`src/rtl/ibex_pkg.sv`:
```
// Shared types for the Ibex register-file writeback path.
// Holds the writeback source/tracker enums and the RV32E address-folding helper.
package ibex_pkg;

  typedef enum logic [1:0] {
    WB_NONE,
    WB_LSU,
    WB_SKID,
    WB_EX
  } wb_src_e;

  typedef enum logic {
    LD_IDLE,
    LD_WAIT
  } ld_state_e;

  // With RV32E only x0..x15 exist, so bit 4 of every register address is dropped.
  function automatic logic [4:0] wb_addr_mask(input logic [4:0] addr, input bit rv32e);
    return rv32e ? {1'b0, addr[3:0]} : addr;
  endfunction

endpackage

```
`src/rtl/ibex_rf_wb_skid.sv`:
```
// One-entry holding register for an execute result that lost the write port
// to a load response. Load takes precedence over clear.
module ibex_rf_wb_skid #(
  parameter int unsigned DataWidth = 32
) (
  input  logic                 clk_i,
  input  logic                 rst_ni,
  input  logic                 load_i,
  input  logic                 clear_i,
  input  logic [4:0]           addr_i,
  input  logic [DataWidth-1:0] data_i,
  output logic                 valid_o,
  output logic [4:0]           addr_o,
  output logic [DataWidth-1:0] data_o
);

  logic                 valid_q, valid_d;
  logic [4:0]           addr_q, addr_d;
  logic [DataWidth-1:0] data_q, data_d;

  always_comb begin
    valid_d = valid_q;
    addr_d  = addr_q;
    data_d  = data_q;
    if (load_i) begin
      valid_d = 1'b1;
      addr_d  = addr_i;
      data_d  = data_i;
    end else if (clear_i) begin
      valid_d = 1'b0;
    end
  end

  always_ff @(posedge clk_i or negedge rst_ni) begin
    if (!rst_ni) begin
      valid_q <= 1'b0;
      addr_q  <= '0;
      data_q  <= '0;
    end else begin
      valid_q <= valid_d;
      addr_q  <= addr_d;
      data_q  <= data_d;
    end
  end

  assign valid_o = valid_q;
  assign addr_o  = addr_q;
  assign data_o  = data_q;

endmodule

```
`src/rtl/ibex_rf_writeback.sv`:
```
// Writeback arbiter for the single register-file write port: merges EX and LSU
// results, tracks one outstanding load, skids a colliding EX result, flags RAW hazards.
module ibex_rf_writeback
  import ibex_pkg::*;
#(
  parameter bit          RV32E     = 1'b0,
  parameter int unsigned DataWidth = 32
) (
  input  logic                 clk_i,
  input  logic                 rst_ni,
  input  logic                 ex_valid_i,
  input  logic [4:0]           ex_waddr_i,
  input  logic [DataWidth-1:0] ex_wdata_i,
  output logic                 ex_ready_o,
  input  logic                 lsu_req_i,
  input  logic [4:0]           lsu_req_waddr_i,
  output logic                 lsu_req_ready_o,
  input  logic                 lsu_rvalid_i,
  input  logic [DataWidth-1:0] lsu_rdata_i,
  input  logic                 lsu_err_i,
  input  logic [4:0]           raddr_a_i,
  input  logic [4:0]           raddr_b_i,
  output logic                 hazard_o,
  output logic                 load_pending_o,
  output logic                 rf_we_o,
  output logic [4:0]           rf_waddr_o,
  output logic [DataWidth-1:0] rf_wdata_o
);

  ld_state_e            ld_state_q, ld_state_d;
  logic [4:0]           pend_waddr_q, pend_waddr_d;
  logic                 rf_we_q, rf_we_d;
  logic [4:0]           rf_waddr_q, rf_waddr_d;
  logic [DataWidth-1:0] rf_wdata_q, rf_wdata_d;

  logic [4:0] ex_waddr_m, lsu_req_waddr_m, raddr_a_m, raddr_b_m;
  logic       lsu_resp, lsu_write, ex_accept, ex_write, lsu_req_accept;
  logic       skid_valid, skid_load, skid_clear;
  logic [4:0] skid_waddr;
  logic [DataWidth-1:0] skid_wdata;
  wb_src_e    wb_src;
  logic       hazard_a, hazard_b;

  assign ex_waddr_m      = wb_addr_mask(ex_waddr_i, RV32E);
  assign lsu_req_waddr_m = wb_addr_mask(lsu_req_waddr_i, RV32E);
  assign raddr_a_m       = wb_addr_mask(raddr_a_i, RV32E);
  assign raddr_b_m       = wb_addr_mask(raddr_b_i, RV32E);

  // Erroring or x0-targeted responses close the load but never claim the write port.
  assign lsu_resp       = (ld_state_q == LD_WAIT) & lsu_rvalid_i;
  assign lsu_write      = lsu_resp & ~lsu_err_i & (pend_waddr_q != 5'd0);
  assign ex_ready_o     = ~skid_valid;
  assign ex_accept      = ex_valid_i & ex_ready_o;
  assign ex_write       = ex_accept & (ex_waddr_m != 5'd0);
  assign lsu_req_ready_o = (ld_state_q == LD_IDLE) | lsu_rvalid_i;
  assign lsu_req_accept = lsu_req_i & lsu_req_ready_o;
  assign load_pending_o = (ld_state_q == LD_WAIT);

  always_comb begin
    ld_state_d   = ld_state_q;
    pend_waddr_d = pend_waddr_q;
    case (ld_state_q)
      LD_IDLE: begin
        if (lsu_req_accept) begin
          ld_state_d   = LD_WAIT;
          pend_waddr_d = lsu_req_waddr_m;
        end
      end
      LD_WAIT: begin
        if (lsu_rvalid_i) begin
          if (lsu_req_i) begin
            pend_waddr_d = lsu_req_waddr_m;
          end else begin
            ld_state_d = LD_IDLE;
          end
        end
      end
      default: ld_state_d = LD_IDLE;
    endcase
  end

  always_ff @(posedge clk_i or negedge rst_ni) begin
    if (!rst_ni) begin
      ld_state_q   <= LD_IDLE;
      pend_waddr_q <= 5'd0;
    end else begin
      ld_state_q   <= ld_state_d;
      pend_waddr_q <= pend_waddr_d;
    end
  end

  // Load response beats skid, skid beats a fresh EX result; a displaced EX result is skidded.
  always_comb begin
    wb_src     = WB_NONE;
    skid_load  = 1'b0;
    skid_clear = 1'b0;
    if (lsu_write) begin
      wb_src    = WB_LSU;
      skid_load = ex_write;
    end else if (skid_valid) begin
      wb_src     = WB_SKID;
      skid_clear = 1'b1;
    end else if (ex_write) begin
      wb_src = WB_EX;
    end
  end

  always_comb begin
    rf_we_d    = 1'b0;
    rf_waddr_d = rf_waddr_q;
    rf_wdata_d = rf_wdata_q;
    case (wb_src)
      WB_LSU: begin
        rf_we_d    = 1'b1;
        rf_waddr_d = pend_waddr_q;
        rf_wdata_d = lsu_rdata_i;
      end
      WB_SKID: begin
        rf_we_d    = 1'b1;
        rf_waddr_d = skid_waddr;
        rf_wdata_d = skid_wdata;
      end
      WB_EX: begin
        rf_we_d    = 1'b1;
        rf_waddr_d = ex_waddr_m;
        rf_wdata_d = ex_wdata_i;
      end
      default: rf_we_d = 1'b0;
    endcase
  end

  always_ff @(posedge clk_i or negedge rst_ni) begin
    if (!rst_ni) begin
      rf_we_q    <= 1'b0;
      rf_waddr_q <= 5'd0;
      rf_wdata_q <= '0;
    end else begin
      rf_we_q    <= rf_we_d;
      rf_waddr_q <= rf_waddr_d;
      rf_wdata_q <= rf_wdata_d;
    end
  end

  assign rf_we_o    = rf_we_q;
  assign rf_waddr_o = rf_waddr_q;
  assign rf_wdata_o = rf_wdata_q;

  ibex_rf_wb_skid #(
    .DataWidth(DataWidth)
  ) u_skid (
    .clk_i  (clk_i),
    .rst_ni (rst_ni),
    .load_i (skid_load),
    .clear_i(skid_clear),
    .addr_i (ex_waddr_m),
    .data_i (ex_wdata_i),
    .valid_o(skid_valid),
    .addr_o (skid_waddr),
    .data_o (skid_wdata)
  );

  // x0 reads never stall; all other reads wait on any write not yet in the register file.
  always_comb begin
    hazard_a = (raddr_a_m != 5'd0) &
               ((load_pending_o & (raddr_a_m == pend_waddr_q)) |
                (skid_valid & (raddr_a_m == skid_waddr)) |
                (rf_we_q & (raddr_a_m == rf_waddr_q)));
    hazard_b = (raddr_b_m != 5'd0) &
               ((load_pending_o & (raddr_b_m == pend_waddr_q)) |
                (skid_valid & (raddr_b_m == skid_waddr)) |
                (rf_we_q & (raddr_b_m == rf_waddr_q)));
  end

  assign hazard_o = hazard_a | hazard_b;

endmodule

```
`config.mk`:
```
export PLATFORM = sky130hd
export DESIGN_NAME = ibex_rf_writeback
export DESIGN_NICKNAME = d
export VERILOG_FILES = /design/src/rtl/ibex_pkg.sv /design/src/rtl/ibex_rf_wb_skid.sv /design/src/rtl/ibex_rf_writeback.sv
export SDC_FILE = /design/constraint.sdc
export NUM_CORES = 1
export LEC_CHECK = 0
export BUFFER_PORTS_ARGS = -buffer_cell sky130_fd_sc_hd__buf_2
export CAP_MARGIN = 5
export CORE_MARGIN = 2
export CORE_UTILIZATION = 30
export DETAILED_ROUTE_END_ITERATION = 10
export GPL_ROUTABILITY_DRIVEN = 0
export PLACE_DENSITY = 0.49
export SLEW_MARGIN = 20
export SYNTH_ARGS = -nofsm -noshare
export SYNTH_HDL_FRONTEND = slang
export SYNTH_HIERARCHICAL = 1
export SYNTH_SLANG_ARGS = --single-unit
```
`constraint.sdc`:
```
create_clock -name clk_i -period 2.5 [get_ports clk_i]
set_input_delay 0.125 -clock clk_i [delete_from_list [all_inputs] [get_ports clk_i]]
set_output_delay 0.125 -clock clk_i [all_outputs]
set_load 0.02 [all_outputs]
```
==> run_results.csv, run 1 <==
group,metric,value,unit
sta,setup_viol,0,
sta,slew_viol_final,0,
grt,grt_pass1_vias,3750,
routing,first_pass_iters,6,
final_layout,final_util,0.389,
logic_synthesis,syn-cell-area,4350,µm²
cts,cts.clk_slew.worst_paths,0.06,ns
power_and_ir_drop,p_leak,2.51,nW
floorplan,core_area,14000,µm²
cts,cts_tree,"yes",
logic_synthesis,ys_warn_count,6,
final_layout,drive_gt1_frac,0.459,
cts,cts.sinks,82,
grt,grt_max_degree,48,
grt,track_usage,0.162,
power_and_ir_drop,p_total,6.31,mW
cts,cts.path.max_buffers,2,
routing,wirelength,12.1,mm
critical_path,reg2reg_from,"pend_waddr_q[1]",
hold_path,hold_end,"pend_waddr_q[0]",
cts,htreeDepth,3,
critical_path,startpoint_type,"flip-flop",
routing,first_iter_violations,168,
critical_path,r2r_slack,0.37,ns
place,hpwl,8.38,mm
hold_path,hold_path.class,"in -> reg",
final_layout,mostFrequentLayoutCells,"buf_2, dfrtp_1, o21ai_1, and3_1, a21oi_1",
logic_synthesis,synth_cells,363,
cts,cts_buffers,9,
sta,relSlewSlack,0.626,
sta,clock_skew,0.00562,ns
grt,grt_pass1_wl,20.0,mm
logic_synthesis,syn_avg_cell_area,12.0,µm²
power_and_ir_drop,peakVddDrop,0.527,mV
critical_path,critPathRequiredTime,2.72,ns
sta,finalCriticalPeriod,2.13,ns
grt,overflow,0,
sta,final.period_utilization,0.854,
routing,ant_nets,0,
floorplan,die_w,124,µm
place,pre_cts_ws,0.345,ns
routing,wl_per_cell,17.8,µm
hold_path,min-delay-start,"lsu_req_waddr_i[0]",
power_and_ir_drop,powerDensity,1150,nW/µm²
hold_path,whs_path_depth,2,
outcome,outcome,"complete, no violations",
cts,insertion_delay,0.35,ns
sta,hold_viol,0,
grt,antenna_found_initial,0,
logic_synthesis,ys_ff_latch,82,
critical_path,crit_arrival,2.36,ns
critical_path,cp-end-kind,"flip-flop",
place,io_buffers,131,
critical_path,ff2ff_path_depth,5,
final_layout,diodes,0,
sta,rsz0062_at_grt,"no",
critical_path,critical_path_class,"reg -> reg",
job,max_cap_viol_count,0,
cts,ctsResizeCount,0,
routing,via_count,3447,
logic_synthesis,ys_types,35,
floorplan,die_h,124,µm
sta,setup_ws,0.366,ns
floorplan,start_util,0.310,
routing,vias_per_cell,5.08,
logic_synthesis,syn_nets,453,
routing,drc,0,
floorplan,die-area,15500,µm²
sta,fmax,0.469,GHz
sta,tns,0,ns
cts,cts-root-buf,"clkbuf_16",
critical_path,r2r_end,"rf_wdata_o[19]",
sta,timing.hold.ws,0.0141,ns
floorplan,num_rows,43,
final_layout,syn2layout_area_growth,25.8,%
cts,cts_setup_buffers,0,
final_layout,fin_nets,584,
critical_path,cp_max_fo,33,
sta,worst_pin_slew,0.561,ns
final_layout,final_common_cell,"buf_2",
floorplan,ios,132,
logic_synthesis,yosysSeqAreaShare,0.472,
-- power breakdown --
group	leakage, nW	switching (mW)	total, mW	internal [mW]
Combinational	1.39	1.27	2.57	1.30
Clock	0.142	0.545	1.30	0.757
Sequential	0.972	0.479	2.43	1.95
Total	2.51	2.30	6.31	4.01
-- cell type report --
cell class                 count  area (µm²)
clock buffer                  13         270
clock inverter                 3        21.3
fill                        1387        8580
inverter                       3        11.3
multi-input combinational    252        2100
sequential                    82        2050
tap                          180         225
timing repair buffer         146         788
-- what timing repair did --
| item | 4_1_cts | 5_1_grt |
|---|---|---|
| setup endpoints to repair | 0 | 0 |
| endpoints found under the hold margin | 36 | 0 |
| hold buffers | 2 | 0 |
-- routing by layer --
metal	wire length [µm]	vias to the layer above	global-route usage
met2	5580	116	0.260
met1	5630	1706	0.214
met4	163	0	0.0496
met5	0	-	0
li1	-	1614	-
met3	730	11	0.0447
-- stage by stage --
step | cell area (µm²) | std cells
2_1_floorplan | 4350 | 363
3_3_place_gp | 5150 | 661
3_5_place_dp | 5150 | 661
4_1_cts | 5470 | 679
5_1_grt | 5470 | 679
6_report | 5470 | 679
-- how the worst max path moves through the flow --
stage,from,to,slack [ns],cells past startpoint
finish,pend_waddr_q[1],rf_wdata_o[19],0.37,5
global route,pend_waddr_q[1],rf_wdata_o[19],0.25,5
CTS,pend_waddr_q[1],rf_wdata_o[19],0.33,5
detailed placement,pend_waddr_q[1],rf_wdata_o[19],0.34,5
global placement,pend_waddr_q[1],rf_wdata_o[18],0.37,5
floorplan,pend_waddr_q[1],u_skid/data_o[14],0.41,7
-- synthesized netlist by cell type, drive strengths merged --
cell     count  area share
nor4         2      0.0029
mux2        42        0.13
a21oi       32       0.037
nand4        5      0.0072
a31oi        1      0.0014
and3        32       0.046
dfrtp       82        0.47
buf         20       0.043
nand2       11       0.011
o21ai       43       0.050
nor2         4      0.0072
a21o         1      0.0017
inv          3      0.0026
a2bb2oi     32       0.093
o2111a       1      0.0029
a221oi       5       0.010
o32ai        2      0.0040
xor2        10       0.020
nor3         2      0.0023
clkbuf       6      0.0052
or4          3      0.0060
xnor2       20       0.040
nand2b       2      0.0029
o2111ai      1      0.0035
o211ai       1      0.0017
-- kinds of logic after synthesis --
kind of cell              after synthesis  synth area share
DFF                                    82             0.472
muxes                                  42             0.125
and+or+nand+nor                        61            0.0858
xor gates and xnor gates               30            0.0604
buffers and inverters                  29            0.0507
AOI/OAI and AO/OA                     119             0.206
-- state kept, by name, indices dropped and copies added, names as in the netlist --
signal,flops
load_pending_o,1
pend_waddr_q,5
rf_waddr_o,5
rf_wdata_o,32
rf_we_o,1
u_skid/addr_o,5
u_skid/data_o,32
u_skid/valid_o,1
-- critical path, stage by stage, from the launching register on --
cell       delay, ns
dfrtp_1         0.43
or4_4           0.58
o2111a_2        0.32
nor2_8          0.11
nand2_4         0.29
a2bb2oi_2       0.25
Power figures use the tool's default switching activity.
==> inputs of run 2 (changes only) <==
--- a/config.mk
+++ b/config.mk
@@ -11,7 +11,7 @@
 export CORE_UTILIZATION = 30
 export DETAILED_ROUTE_END_ITERATION = 10
 export GPL_ROUTABILITY_DRIVEN = 0
-export PLACE_DENSITY = 0.49
+export PLACE_DENSITY_LB_ADDON = 0.15
 export SLEW_MARGIN = 20
 export SYNTH_ARGS = -nofsm -noshare
 export SYNTH_HDL_FRONTEND = slang
==> run_results.csv, run 2 (synthesized netlist as in run 1, its figures left out) <==
group,metric,value,unit
final_layout,stdcell_count,677,
cts,cts.path.max_buffers,2,
sta,finalCriticalPeriod,2.17,ns
critical_path,max_stage_delay,0.58,ns
critical_path,path_cells,"or4_4, o2111ai_4, nor3_2, buf_4, mux2_4",
routing,via_count,3402,
final_layout,diodes,0,
final_layout,fill_cells,1401,
critical_path,critical_path_class,"reg -> reg",
cts,cts.sinks,82,
routing,ant_nets,0,
critical_path,cpMaxStageDelayCell,"or4_4",
floorplan,ios,132,
power_and_ir_drop,pwr-share-seq,0.382,
power_and_ir_drop,combPwrFrac,0.397,
critical_path,cp_max_fo,38,
sta,worst_pin_slew,0.639,ns
sta,setup_viol,0,
routing,first_iter_violations,278,
critical_path,startpoint_type,"flip-flop",
final_layout,final_common_cell,"buf_2",
critical_path,crit_arrival,2.40,ns
floorplan,start_util,0.310,
final_layout,multi_input_area,2100,µm²
cts,cts-root-buf,"clkbuf_16",
critical_path,cp-end-kind,"flip-flop",
final_layout,postLayoutCellArea,5480,µm²
sta,hold_viol,0,
critical_path,critPathRequiredTime,2.73,ns
place,placed_area,5140,µm²
grt,grt_pass1_wl,19.1,mm
power_and_ir_drop,sw_frac_of_total,0.355,
routing,first_pass_iters,4,
final_layout,mostFrequentLayoutCells,"buf_2, dfrtp_1, o21ai_1, and3_1, a21oi_1",
routing,vias_per_cell,5.03,
power_and_ir_drop,clkPwrFrac,0.221,
critical_path,crit_start,"pend_waddr_q[1]",
floorplan,die_w,124,µm
floorplan,num_rows,43,
power_and_ir_drop,powerDensity,1170,nW/µm²
place,io_buffers,131,
place,hpwl,8.24,mm
grt,grt_pass1_vias,3480,
grt,antenna_found_initial,0,
final_layout,fin_nets,582,
place,dpl.cell_count,659,
final_layout,syn2layout_area_growth,26.0,%
grt,overflow,0,
final_layout,final_util,0.390,
routing,wl_per_cell,17.8,µm
power_and_ir_drop,p_total,6.40,mW
power_and_ir_drop,switching_power,2.27,mW
cts,insertion_delay,0.34,ns
hold_path,hold_path.class,"in -> reg",
sta,final.period_utilization,0.868,
grt,grt_max_degree,83,
floorplan,die-area,15500,µm²
power_and_ir_drop,p_leak,2.51,nW
grt,track_usage,0.156,
cts,ctsResizeCount,0,
cts,htreeDepth,3,
floorplan,die_h,124,µm
power_and_ir_drop,p_int,4.13,mW
job,max_cap_viol_count,0,
sta,tns,0,ns
power_and_ir_drop,peakVddDrop,0.438,mV
cts,cts.clk_slew.worst_paths,0.06,ns
sta,rsz0062_at_grt,"no",
sta,fmax,0.461,GHz
sta,slew_viol_final,0,
hold_path,min-delay-start,"lsu_req_waddr_i[2]",
final_layout,drive_gt1_frac,0.455,
critical_path,r2r_slack,0.33,ns
critical_path,reg2reg_from,"pend_waddr_q[1]",
outcome,outcome,"complete, no violations",
sta,relSlewSlack,0.574,
cts,cts_buffers,9,
floorplan,core_area,14000,µm²
cts,cts_tree,"yes",
routing,drc,0,
routing,wirelength,12.1,mm
final_layout,regArea,2050,µm²
sta,clock_skew,0.00242,ns
==> run 2: cell types whose count changed in the layout (fill, tap and decap cells not counted) <==
cell / before / now
bufinv_16: 0 / 1
buf_4: 13 / 11
clkbuf_1: 1 / 2
inv_6: 1 / 0
clkinvlp_4: 1 / 0
clkinv_2: 1 / 0
clkbuf_8: 3 / 4
==> run 2: final timing paths <==
kind	to	depth (start not counted)
max	u_skid/data_o[28]	5
min	pend_waddr_q[2]	2
max reg2reg	u_skid/data_o[28]	5
min reg2reg	u_skid/data_o[5]	1
max in group asynchronous	pend_waddr_q[2]	3
min in group asynchronous	u_skid/data_o[10]	3
==> run 2: per-layer routing <==
metal	vias up	part of all wire	track usage
li1	1604	-	-
met1	1673	0.47	0.212
met2	113	0.45	0.239
met3	12	0.063	0.0382
met4	0	0.017	0.0615
met5	-	0	0
==> run 2: what timing repair did <==
action                    CTS  global route
buffers inserted            0             0
hold buffers                2             0
hold endpoints to repair   83             0
==> run 2: layout make-up <==
class	instances	share of cell area
Clock buffer	15	0.0525
Clock inverter	1	0.00548
Timing Repair Buffer	144	0.141
Tap cell	180	0.0411
Multi-Input combinational cell	252	0.383
Sequential cell	82	0.375
Inverter	3	0.00206
==> run 2: critical path, delay by kind of cell, from the launching register on <==
kind	cells	cell delay [ns]
mux	1	0.37
simple gates	2	0.64
flops	1	0.44
compound gates	1	0.24
buf+inv	1	0.34
==> run 2: power groups by stage <==
| stage | Clock, mW | Sequential [mW] | Combinational [mW] |
|---|---|---|---|
| floorplan | 0 | 2.74 | 1.51 |
| global placement | 0 | 2.46 | 2.53 |
| detailed placement | 0 | 2.46 | 2.57 |
| CTS | 1.45 | 2.45 | 2.57 |
| global route | 1.51 | 2.54 | 2.73 |
| finish | 1.42 | 2.45 | 2.54 |
==> run 2: through the flow <==
step | hold WS [ns] | setup WS, ns
6_report | 0.0111 | 0.330
5_1_grt | 0.00609 | 0.226
4_1_cts | 0.000605 | 0.321
3_5_place_dp | 0.199 | 0.335
3_3_place_gp | 0.209 | 0.346
2_1_floorplan | -0.171 | 0.407
==> inputs of run 3 (changes only) <==
==> constraint.sdc (replaced) <==
create_clock -name clk_i -period 2.3 [get_ports clk_i]
set_input_delay 0.115 -clock clk_i [delete_from_list [all_inputs] [get_ports clk_i]]
set_output_delay 0.115 -clock clk_i [all_outputs]
set_load 0.02 [all_outputs]
==> run_results.csv, run 3 (synthesized netlist as in run 1, its figures left out) <==
group,metric,value,unit
outcome,outcome,"complete, no violations",
routing,first_pass_iters,4,
routing,ant_nets,0,
routing,wirelength,12.6,mm
sta,fmax,0.462,GHz
floorplan,die_h,124,µm
final_layout,drive_gt1_frac,0.461,
final_layout,diodes,0,
sta,worst_pin_slew,0.582,ns
final_layout,mostFrequentLayoutCells,"buf_2, dfrtp_1, o21ai_1, and3_1, a21oi_1",
sta,final.period_utilization,0.941,
power_and_ir_drop,p_leak,2.54,nW
critical_path,crit_start,"pend_waddr_q[1]",
routing,wl_per_cell,18.6,µm
sta,tns,0,ns
routing,vias_per_cell,5.12,
place,placed_area,5180,µm²
place,hpwl,8.52,mm
critical_path,r2r_end,"rf_wdata_o[26]",
critical_path,max_stage_delay,0.59,ns
critical_path,path_delay_family,"simple AND/OR/NAND/NOR gates",
routing,first_iter_violations,242,
critical_path,crit_end,"rf_wdata_o[26]",
floorplan,num_rows,43,
sta,slew_viol_final,0,
sta,rsz0062_at_grt,"no",
job,max_cap_viol_count,0,
critical_path,crit_arrival,2.39,ns
sta,finalCriticalPeriod,2.16,ns
sta,clock_skew,0.00950,ns
final_layout,syn2layout_area_growth,27.4,%
hold_path,hold_path.class,"in -> reg",
sta,setup_viol,0,
critical_path,path_cells,"or4_4, o2111a_2, nor2_8, nand2_4, a2bb2oi_1",
critical_path,reg2reg_from,"pend_waddr_q[1]",
critical_path,critical_path_class,"reg -> reg",
final_layout,stdcell_count,679,
cts,htreeDepth,3,
critical_path,critPathRequiredTime,2.52,ns
routing,drc,0,
cts,cts_tree,"yes",
final_layout,final_common_cell,"buf_2",
final_layout,fin_nets,584,
grt,grt_pass1_wl,20.4,mm
sta,relSlewSlack,0.612,
cts,cts.clk_slew.worst_paths,0.06,ns
grt,antenna_found_initial,0,
power_and_ir_drop,p_total,7.10,mW
power_and_ir_drop,peakVddDrop,0.440,mV
critical_path,cp_max_fo,33,
grt,track_usage,0.166,
critical_path,cp-end-kind,"flip-flop",
place,io_buffers,131,
power_and_ir_drop,powerDensity,1280,nW/µm²
grt,overflow,0,
critical_path,r2r_slack,0.14,ns
cts,cts.path.max_buffers,2,
final_layout,fill_cells,1393,
critical_path,startpoint_type,"flip-flop",
cts,cts.sinks,82,
final_layout,postLayoutCellArea,5540,µm²
place,pre_cts_ws,0.140,ns
critical_path,cpMaxStageDelayCell,"or4_4",
cts,cts_setup_buffers,0,
sta,setup_ws,0.137,ns
cts,cts_buffers,9,
place,dpl.cell_count,661,
floorplan,core_area,14000,µm²
sta,hold_viol,0,
floorplan,start_util,0.310,
floorplan,die_w,124,µm
routing,via_count,3474,
critical_path,ff2ff_path_depth,5,
critical_path,cp_num_buf_inv,0,
grt,grt_pass1_vias,3741,
cts,cts-root-buf,"clkbuf_16",
floorplan,die-area,15500,µm²
grt,grt_max_degree,47,
critical_path,cp_num_cells,5,
floorplan,ios,132,
cts,insertion_delay,0.34,ns
==> run 3: changes by cell type in the layout (fill, tap and decap cells not counted) <==
cell        previous run  this run
buf_12                 1         3
bufinv_16              1         2
clkbuf_1               2         0
clkbuf_8               4         3
clkinv_2               0         1
clkinvlp_4             0         1
==> run 3: what timing repair did <==
action | 4_1_cts | 5_1_grt
hold endpoints to repair | 37 | 0
gates resized for setup | 0 | 0
hold buffers | 2 | 0
==> run 3: worst min-delay path by stage <==
| stage | start | to | slack, ns | cells past startpoint |
|---|---|---|---|---|
| after detailed placement | rst_ni | u_skid/data_o[10] | 0.12 | 1 |
| after global routing | lsu_req_waddr_i[4] | pend_waddr_q[4] | 0.008 | 2 |
| after global placement | rst_ni | u_skid/data_o[10] | 0.12 | 1 |
| after floorplan | rst_ni | load_pending_o | -0.18 | 0 |
| final | lsu_req_waddr_i[4] | pend_waddr_q[4] | 0.007 | 2 |
| after CTS | lsu_req_waddr_i[4] | pend_waddr_q[4] | 0.0005 | 2 |
==> run 3: stage by stage <==
| step | hold slack, ns | utilization |
|---|---|---|
| 2_1_floorplan | -0.181 | - |
| 3_3_place_gp | 0.124 | 0.369 |
| 3_5_place_dp | 0.124 | 0.369 |
| 4_1_cts | 0.000484 | 0.394 |
| 5_1_grt | 0.00809 | 0.394 |
| 6_report | 0.00685 | 0.394 |
==> run 3: cell type report <==
class                           instances  area [µm²]  share of cell area
Tap cell                              180         225              0.0407
Clock inverter                          4        72.6              0.0131
Inverter                                3        11.3             0.00203
Timing Repair Buffer                  146         813               0.147
Clock buffer                           12         267              0.0481
Sequential cell                        82        2050               0.370
Multi-Input combinational cell        252        2100               0.379
==> run 3: per-layer routing <==
layer	GRT usage	up-vias	wire (µm)	share of wire
met5	0	-	0	0
met4	0.0542	0	156	0.012
met3	0.0361	11	619	0.049
met2	0.262	94	5890	0.47
met1	0.226	1757	5960	0.47
li1	-	1612	-	-
==> run 3: power by group <==
part | leakage [nW] | total (mW) | switching [mW] | internal (mW)
Sequential | 0.972 | 2.67 | 0.545 | 2.12
Clock | 0.165 | 1.63 | 0.589 | 1.04
Combinational | 1.40 | 2.80 | 1.38 | 1.42
Total | 2.54 | 7.10 | 2.51 | 4.58
==> run 3: worst reg2reg max path, stage by stage, from the launching register on <==
cell and delay (ns):
dfrtp_1 0.43, or4_4 0.59, o2111a_2 0.32, nor2_8 0.12
nand2_4 0.30, a2bb2oi_1 0.29
